File: src/rtl/mem_access_sequencer.sv
// MEM-stage sequencer: issues one req/ack data-memory access per load/store, stalling upstream until it completes.
// Stall covers the IDLE issue cycle plus every WAIT cycle; a watchdog aborts an access after TIMEOUT unacked cycles.
module mem_access_sequencer #(
    parameter int TIMEOUT = 15,
    parameter int CW      = $clog2(TIMEOUT + 1)
) (
    input  logic        CLK,
    input  logic        CLR,
    input  logic        Load_In,
    input  logic        Store_In,
    input  logic [31:0] Addr_In,
    input  logic [31:0] Wdata_In,
    input  logic        Err_Clr,
    input  logic        Mem_Ack,
    input  logic [31:0] Mem_Rdata,
    output logic        Mem_Req,
    output logic        Mem_We,
    output logic [31:0] Mem_Addr,
    output logic [31:0] Mem_Wdata,
    output logic        Stall,
    output logic        Wb_Bubble,
    output logic [31:0] Data_Mem_Out,
    output logic        Err
);

    typedef enum logic [1:0] {
        S_IDLE = 2'd0,
        S_WAIT = 2'd1,
        S_DONE = 2'd2
    } state_t;

    localparam logic [CW-1:0] LAST_WAIT = CW'(TIMEOUT - 1);

    state_t        state;
    logic [CW-1:0] wait_cnt;
    logic          mem_op;
    logic          timeout_hit;

    assign mem_op = Load_In | Store_In;

    // Ack wins over the watchdog when both land in the final WAIT cycle.
    assign timeout_hit = (state == S_WAIT) && !Mem_Ack && (wait_cnt == LAST_WAIT);

    assign Stall     = !CLR && (((state == S_IDLE) && mem_op) || (state == S_WAIT));
    assign Wb_Bubble = Stall;

    always_ff @(posedge CLK) begin
        if (CLR) begin
            state        <= S_IDLE;
            wait_cnt     <= '0;
            Mem_Req      <= 1'b0;
            Mem_We       <= 1'b0;
            Mem_Addr     <= '0;
            Mem_Wdata    <= '0;
            Data_Mem_Out <= '0;
            Err          <= 1'b0;
        end else begin
            if (timeout_hit) begin
                Err <= 1'b1;
            end else if (Err_Clr) begin
                Err <= 1'b0;
            end

            case (state)
                S_IDLE: begin
                    if (mem_op) begin
                        Mem_Addr  <= Addr_In;
                        Mem_Wdata <= Wdata_In;
                        Mem_We    <= Store_In & ~Load_In;
                        Mem_Req   <= 1'b1;
                        wait_cnt  <= '0;
                        state     <= S_WAIT;
                    end
                end
                S_WAIT: begin
                    if (Mem_Ack) begin
                        if (!Mem_We) begin
                            Data_Mem_Out <= Mem_Rdata;
                        end
                        Mem_Req <= 1'b0;
                        state   <= S_DONE;
                    end else if (timeout_hit) begin
                        Data_Mem_Out <= '0;
                        Mem_Req      <= 1'b0;
                        state        <= S_DONE;
                    end else begin
                        wait_cnt <= wait_cnt + 1'b1;
                    end
                end
                S_DONE: begin
                    state <= S_IDLE;
                end
                default: begin
                    state <= S_IDLE;
                end
            endcase
        end
    end

endmodule

File: config.mk
export PLATFORM = sky130hd
export DESIGN_NAME = mem_access_sequencer
export DESIGN_NICKNAME = d
export VERILOG_FILES = /design/src/rtl/mem_access_sequencer.sv
export SDC_FILE = /design/constraint.sdc
export NUM_CORES = 1
export LEC_CHECK = 0
export BUFFER_PORTS_ARGS = -buffer_cell sky130_fd_sc_hd__buf_2
export CORE_MARGIN = 2
export CORE_UTILIZATION = 25
export DETAILED_ROUTE_END_ITERATION = 12
export GPL_TIMING_DRIVEN = 0
export PLACE_DENSITY_LB_ADDON = 0.1
export SETUP_SLACK_MARGIN = 0.15
export SLEW_MARGIN = 20
export SYNTH_ARGS = -nofsm -noshare
export SYNTH_HDL_FRONTEND = slang
export SYNTH_SLANG_ARGS = --single-unit
File: constraint.sdc
create_clock -name CLK -period 2.9 [get_ports CLK]
set_input_delay 0.435 -clock CLK [delete_from_list [all_inputs] [get_ports CLK]]
set_output_delay 0.435 -clock CLK [all_outputs]
set_load 0.03 [all_outputs]
==> out/results.ini, run 1 <==
[status]
outcome = finished clean

[setup_path]
critical_path_peak_fanout = 19
timing.rr.start = wait_cnt[0]$_SDFFE_PP0P_
reg2regPathDepth = 6
reg2reg_slack_ns = 0.93
crit_arrival_ns = 1.92
end_kind = output port
cp-start-kind = input port
crit_type = input port to output port
cp.required_ns = 2.47
timing.rr.end = Data_Mem_Out[23]$_SDFFE_PP0P_

[sta]
rsz0062_at_grt = false
fin_worst_skew_ns = 0.00607
max_freq_mhz = 424
slew_violations = 0
setup_viol = 0
final.setup.tns_ns = 0
tightest_slew_ns = 0.552
finalHoldViolations = 0
slew_headroom_pct = 63.2
post-route-min-period_ns = 2.36
final.setup.worst_slack_ns = 0.542
post-route-period-util_pct = 81.3

[cts]
cts-root-buf = clkbuf_16
clk_latency_ns = 0.35
cts.htree.levels = 3
cts_hold_buffers = 0
cts_tree = built
cts_resized = 1
numCtsBuffers = 9
cts.sinks = 105
postCtsSetupBuffers = 0
cts_max_path_buffers = 2
clkTransAtPathRegs_ns = 0.07

[detailed_routing]
vias_per_cell = 4.82
routed_wl_mm = 14.3
ant_nets = 0
num_vias = 4482
firstDrtPassIters = 4
dr.first_iter.drc_count = 211
wire_per_inst_um = 15.4
drc = 0

[synth]
ys_warn_count = 0
synthArstFlopShare_pct = 0
avgSynthCellArea_um2 = 8.42
ys_ff_latch = 105
netlist_instances = 492
syn_nets = 596
synth_edf_count = 0
post_synth_instance_area_um2 = 4140
synth_cell_types = 33
ys.flop_type = dfxtp_1
ys_seq_area_share_pct = 50.8

[floorplan]
die_h_um = 133
core_um2 = 16400
dieArea_um2 = 17600
initial_core_util_pct = 25.2
io_pins = 203
rows = 47
fp.dieW_um = 133

[placement]
place_ws_ns = -0.0152
portBuffers = 202
hpwl_mm = 10.4
place_area_um2 = 5430
place_congestion = 0.743

[worst_hold_path]
min-delay-start = Load_In
hold_path_class = input port to flop
whs_path_depth = 2
hold_end = Mem_We$_SDFFE_PP0P_

[global_route]
grt_pass1_vias = 4426
grt_pass1_wl_mm = 22.6
grt_usage_pct = 15.9
grt_overflow = 0
antenna_found_initial = 0
grt_max_degree = 16

[power]
p_leak_uw = 0.00270
power.density_nw_per_um2 = 593
peakVddDrop_uv = 272

[cells_and_area]
utilization_pct = 34.6
design_area_um2 = 5680
n_antenna_cell = 0
layout-drive-gt1-share_pct = 31.3
area_growth_syn_to_layout_pct = 37.2
nets = 808

[job]
drv_cap = 0

## cells by family (layout without fill, tap and decap cells)
group                    after synthesis  count (layout)  synth area share (%)
flip-flops                           105             105                  50.8
buffers and inverters                 58             275                  5.44
AND/OR/NAND/NOR                      152             152                  18.1
adder cells (fa/ha/maj)                2               2                 0.604
AO/OA/AOI/OAI                        175             175                  25.1
## registers in the layout (all words and copies together) (netlist names)
register / flops
Data_Mem_Out: 32
Err: 1
Mem_Addr: 32
Mem_Req: 1
Mem_Wdata: 32
Mem_We: 1
state: 2
wait_cnt: 4
## synth_stat cells, drive strengths merged, types with 3 or more instances
cell	number	area [µm²]
nand3	73	365
dfxtp	105	2100
a21oi	72	360
nand2b	3	18.8
nor3	26	130
o22ai	6	37.5
nor2	3	11.3
a41o	28	280
nand2	35	131
buf	12	51.3
clkbuf	44	166
o21ai	64	320
## cells in the final DEF (no fill, tap or decap), drive strengths merged, types with 3 or more instances in the layout
master	instances
clkbuf	56
dfxtp	105
nor3	26
o22ai	6
o21ai	64
nand2	35
a41o	28
nand3	73
a21oi	72
nor2	3
clkinv	3
buf	214
nand2b	3
## worst max-delay path: stages
cell,delay [ns]
buf_2,0.09
clkbuf_1,0.39
clkbuf_2,0.52
a21oi_1,0.15
buf_4,0.16
buf_2,0.17
## power by group
part | leakage (µW) | switching, µW | internal (µW) | total [µW]
Combinational | 0.00172 | 466 | 209 | 675
Clock | 0.000124 | 540 | 582 | 1120
Sequential | 0.000860 | 43.4 | 1530 | 1570
Total | 0.00270 | 1050 | 2320 | 3370
## worst max path at each step
stage                     startpoint   endpoint  slack, ns  cells after the start
after global routing             CLR  Wb_Bubble       0.40                      6
after detailed placement         CLR  Wb_Bubble      -0.02                      7
final                            CLR  Wb_Bubble       0.54                      6
after CTS                        CLR  Wb_Bubble       0.19                      7
after global placement           CLR  Wb_Bubble       0.01                      7
after floorplan                  CLR  Wb_Bubble       0.63                      5
## metrics by stage
stage	hold slack [ns]	cells	power, µW
after floorplan	0.487	492	2030
after global placement	0.457	914	2280
after detailed placement	0.464	914	2290
after CTS	0.277	930	3420
after global routing	0.288	929	3540
final	0.302	929	3370
## layout make-up
type | instances | area, µm²
tap | 220 | 275
clock buffer | 13 | 240
sequential | 105 | 2100
clock inverter | 3 | 17.5
multi-input combinational | 329 | 1810
fill | 1774 | 10700
buffer | 55 | 215
timing repair buffer | 202 | 1010
inverter | 2 | 7.51
## layer usage
metal,GRT usage [%],part of all wire (%),vias to the layer above
met5,0,0,-
met1,20.7,46,2099
met2,25.3,46,152
met3,3.95,6.6,16
li1,-,-,2215
met4,5.97,1.7,0
Note: power is estimated with default switching activity, not from simulation.
==> run 2: changes to the inputs <==
==> constraint.sdc (replaced) <==
create_clock -name CLK -period 2.45 [get_ports CLK]
set_input_delay 0.3675 -clock CLK [delete_from_list [all_inputs] [get_ports CLK]]
set_output_delay 0.3675 -clock CLK [all_outputs]
set_load 0.03 [all_outputs]
==> out/results.ini, run 2 (synthesis results as in run 1) <==
[setup_path]
cp_cell_sequence = buf_2 > clkbuf_1 > buf_2 > a21oi_1 > buf_4 > buf_2
timing.rr.start = wait_cnt[0]$_SDFFE_PP0P_
critical_path_peak_fanout = 19
slowest_stage = buf_2
cp-start-kind = input port
crit_type = input port to output port
cp.required_ns = 2.08
cp_common_cell = buf_2
end_kind = output port
crit_family = buffers and inverters
crit_arrival_ns = 1.81
crit_path_max_incr_delay_ns = 0.48
crit_buf_inv = 5
cp-startpoint = CLR

[power]
clock_power_share_pct = 33.2
p_leak_uw = 0.00270
peakVddDrop_uv = 322
switching_power_uw = 1240
seq_power_share_pct = 46.7
p_sw_share_pct = 31.1
power.density_nw_per_um2 = 702
comb_power_share_pct = 20.0
intPower_uw = 2750

[cells_and_area]
top_regs = Data_Mem_Out x32, Mem_Addr x32, Mem_Wdata x32
design_area_um2 = 5690
final_common_cell = buf_2
nets = 808
mostFrequentLayoutCells = buf_2, dfxtp_1, nand3_1, a21oi_1, o21ai_0
utilization_pct = 34.7
area_growth_syn_to_layout_pct = 37.3
fillerInstances = 1773
layout-drive-gt1-share_pct = 31.5
n_antenna_cell = 0

[detailed_routing]
vias_per_cell = 4.79
num_vias = 4451
dr.first_iter.drc_count = 197
wire_per_inst_um = 15.3
firstDrtPassIters = 4
ant_nets = 0
drc = 0
routed_wl_mm = 14.2

[cts]
numCtsBuffers = 9
clk_latency_ns = 0.35
cts_max_path_buffers = 2
cts-root-buf = clkbuf_16
cts_tree = built
cts.sinks = 105
clkTransAtPathRegs_ns = 0.07
cts_hold_buffers = 0
cts.htree.levels = 3

[sta]
slew_violations = 0
tightest_slew_ns = 0.559
setup_viol = 0
max_freq_mhz = 458
slew_headroom_pct = 62.8
fin_worst_skew_ns = 0.00614
timing.hold.ws_ns = 0.232
finalHoldViolations = 0
rsz0062_at_grt = false
post-route-period-util_pct = 89.0
post-route-min-period_ns = 2.18

[floorplan]
dieArea_um2 = 17600
fp.dieW_um = 133
core_um2 = 16400
io_pins = 203
rows = 47
die_h_um = 133
initial_core_util_pct = 25.2

[global_route]
grt_pass1_vias = 4422
grt_max_degree = 20
antenna_found_initial = 0
grt_usage_pct = 15.8
grt_overflow = 0
grt_pass1_wl_mm = 22.6

[placement]
portBuffers = 202
place_congestion = 0.743
place_area_um2 = 5430
hpwl_mm = 10.4

[worst_hold_path]
hold_path_class = input port to flop
min-delay-start = Load_In

[job]
drv_cap = 0

[status]
outcome = finished clean

run 2: repair_timing:
| action | in CTS | in global routing |
|---|---|---|
| endpoints found under the setup margin | 2 | 1 |
| gates resized for setup | 2 | 1 |
| buffers inserted | 0 | 0 |
run 2: metrics by stage:
stage          power [µW]  worst slack, ns  cells  TNS [ns]
6_report             3990            0.268    929         0
5_1_grt              4190            0.157    929         0
3_3_place_gp         2700           -0.303    914    -0.493
3_5_place_dp         2710           -0.330    914    -0.547
4_1_cts              4050            0.174    929         0
2_1_floorplan        2400            0.313    492         0
run 2: path summary, 6_finish.rpt:
path	endpoint	slack, ns	cells after the start
worst max register to register	Data_Mem_Out[23]$_SDFFE_PP0P_	0.47	6
worst min-delay path	Mem_We$_SDFFE_PP0P_	0.23	2
worst min register to register	Mem_Wdata[21]$_SDFFE_PP0P_	0.47	2
worst max-delay path	Wb_Bubble	0.27	6
run 2: cell type report:
cell class | count | area (µm²) | share of cell area (%)
Sequential cell | 105 | 2100 | 37.0
Multi-Input combinational cell | 329 | 1820 | 32.0
Timing Repair Buffer | 202 | 1010 | 17.8
Tap cell | 220 | 275 | 4.84
Clock buffer | 13 | 240 | 4.23
Buffer | 55 | 215 | 3.79
Clock inverter | 3 | 17.5 | 0.308
Inverter | 2 | 7.51 | 0.132
run 2: per-layer routing:
| metal | GRT usage [%] | wire (µm) |
|---|---|---|
| met1 | 20.6 | 6620 |
| met2 | 25.3 | 6500 |
| met4 | 5.97 | 244 |
| met5 | 0 | 0 |
| met3 | 3.95 | 882 |
run 2: worst reg2reg max path, stage by stage, from the launching register on:
cell,delay (ns)
dfxtp_1,0.38
inv_1,0.08
ha_1,0.22
and3_1,0.22
nand2_1,0.31
clkbuf_1,0.47
a41o_1,0.25
run 2: power by group through the flow:
stage          Sequential, µW  Clock, µW  Combinational [µW]
2_1_floorplan            2100          0                 302
3_3_place_gp             1900          0                 798
3_5_place_dp             1900          0                 807
4_1_cts                  1860       1380                 808
5_1_grt                  1870       1450                 874
6_report                 1860       1330                 800
==> run 3: changes to the inputs <==
--- a/config.mk
+++ b/config.mk
@@ -7,7 +7,7 @@
 export LEC_CHECK = 0
 export BUFFER_PORTS_ARGS = -buffer_cell sky130_fd_sc_hd__buf_2
 export CORE_MARGIN = 2
-export CORE_UTILIZATION = 25
+export CORE_UTILIZATION = 46
 export DETAILED_ROUTE_END_ITERATION = 12
 export GPL_TIMING_DRIVEN = 0
 export PLACE_DENSITY_LB_ADDON = 0.1
==> out/results.ini, run 3 (synthesis results as in run 1) <==
[floorplan]
io_pins = 203
die_h_um = 98.9
initial_core_util_pct = 47.5
dieArea_um2 = 9780
fp.dieW_um = 98.9
rows = 34
core_um2 = 8720

[global_route]
grt_pass1_wl_mm = 19.4
grt_usage_pct = 23.9
grt_overflow = 0
antenna_found_initial = 0
grt_pass1_vias = 4194
grt_max_degree = 20

[cts]
numCtsBuffers = 9
cts_tree = built
cts-root-buf = clkbuf_8
cts.sinks = 105
clkTransAtPathRegs_ns = 0.09
cts_max_path_buffers = 2
cts_resized = 1
cts.htree.levels = 3
clk_latency_ns = 0.36
postCtsSetupBuffers = 0
cts_hold_buffers = 0

[sta]
max_freq_mhz = 477
slew_violations = 0
fin_worst_skew_ns = 0.0101
rsz0062_at_grt = false
setup_viol = 0
slew_headroom_pct = 67.5
tightest_slew_ns = 0.487
post-route-min-period_ns = 2.10
finalHoldViolations = 0
post-route-period-util_pct = 85.7

[detailed_routing]
firstDrtPassIters = 5
ant_nets = 0
num_vias = 4451
dr.first_iter.drc_count = 145
routed_wl_mm = 12.2
vias_per_cell = 5.45
drc = 0
wire_per_inst_um = 14.9

[placement]
dp.cells = 802
place_congestion = 0.861
hpwl_mm = 9.06
portBuffers = 202

[setup_path]
timing.rr.start = wait_cnt[0]$_SDFFE_PP0P_
critPathCapture = Wb_Bubble
crit_arrival_ns = 1.73
end_kind = output port
critical_path_peak_fanout = 19
timing.rr.end = Data_Mem_Out[10]$_SDFFE_PP0P_
cp-startpoint = CLR
crit_type = input port to output port
cp.required_ns = 2.08
reg2reg_slack_ns = 0.53
reg2regPathDepth = 6
cp-start-kind = input port

[cells_and_area]
nets = 808
fillerInstances = 834
mostFrequentLayoutCells = buf_2, dfxtp_1, nand3_1, a21oi_1, o21ai_0
area_growth_syn_to_layout_pct = 32.5
instances_no_fill = 817
top_regs = Data_Mem_Out x32, Mem_Addr x32, Mem_Wdata x32
final_common_cell = buf_2
regArea_um2 = 2100
multiInputGateArea_um2 = 1820
layout-drive-gt1-share_pct = 32.0
n_antenna_cell = 0

[power]
comb_power_share_pct = 21.0
peakVddDrop_uv = 340
switching_power_uw = 1200
p_leak_uw = 0.00269
seq_power_share_pct = 49.8
total_power_uw = 3740
intPower_uw = 2540
p_sw_share_pct = 32.0
power.density_nw_per_um2 = 682
clock_power_share_pct = 29.2

[job]
drv_cap = 0

[status]
outcome = finished clean

[worst_hold_path]
hold_path_class = input port to flop

run 3: cell count changes in the layout (fill, tap and decap cells not counted), moves of 2 or more:
cell,previous run,this run
clkinv_4,0,2
clkbuf_8,0,9
clkbuf_16,9,0
clkbuf_1,45,41
run 3: worst min path at each step:
| stage | startpoint | endpoint | depth (start not counted) |
|---|---|---|---|
| 6_report | Load_In | Mem_We$_SDFFE_PP0P_ | 2 |
| 5_1_grt | Addr_In[29] | Mem_Addr[29]$_SDFFE_PP0P_ | 3 |
| 4_1_cts | Load_In | Mem_We$_SDFFE_PP0P_ | 2 |
| 3_5_place_dp | Mem_Wdata[23]$_SDFFE_PP0P_ | Mem_Wdata[23]$_SDFFE_PP0P_ | 2 |
| 2_1_floorplan | Load_In | Mem_We$_SDFFE_PP0P_ | 1 |
| 3_3_place_gp | Err$_SDFFE_PP0P_ | Err$_SDFFE_PP0P_ | 2 |
run 3: layout make-up:
cell class	instances	area share [%]
Buffer	55	3.92
Clock buffer	9	2.26
Clock inverter	7	1.41
Inverter	2	0.137
Multi-Input combinational cell	329	33.1
Sequential cell	105	38.3
Tap cell	108	2.46
Timing Repair Buffer	202	18.4
run 3: worst max-delay path, cell delays in order:
cell and delay (ns):
buf_2 0.10, clkbuf_1 0.35, clkbuf_2 0.46, a21oi_1 0.13, buf_4 0.16, buf_2 0.16
run 3: power by group through the flow:
stage                     Clock [µW]  Combinational (µW)  Sequential [µW]
after floorplan                    0                 302             2100
after global placement             0                 771             1900
after detailed placement           0                 785             1900
after CTS                       1110                 788             1860
after global routing            1180                 859             1870
final                           1090                 787             1860
run 3: layer usage:
metal / share of wire (%) / global-route usage, % / vias to the layer above
li1: - / - / 2222
met1: 42 / 29.9 / 2035
met2: 49 / 40.5 / 174
met3: 7.7 / 4.96 / 20
met4: 1.9 / 8.75 / 0
met5: 0 / 0 / -
run 3: through the flow:
| stage | worst slack (ns) | TNS [ns] | instance area, µm² | util [%] | hold slack, ns |
|---|---|---|---|---|---|
| after global placement | -0.0878 | -0.0878 | 5290 | 60.6 | 0.456 |
| after global routing | 0.213 | 0 | 5490 | 62.9 | 0.228 |
| after floorplan | 0.313 | 0 | 4140 | - | 0.464 |
| after detailed placement | -0.134 | -0.157 | 5290 | 60.6 | 0.463 |
| after CTS | 0.246 | 0 | 5490 | 62.9 | 0.207 |
| final | 0.352 | 0 | 5490 | 62.9 | 0.220 |
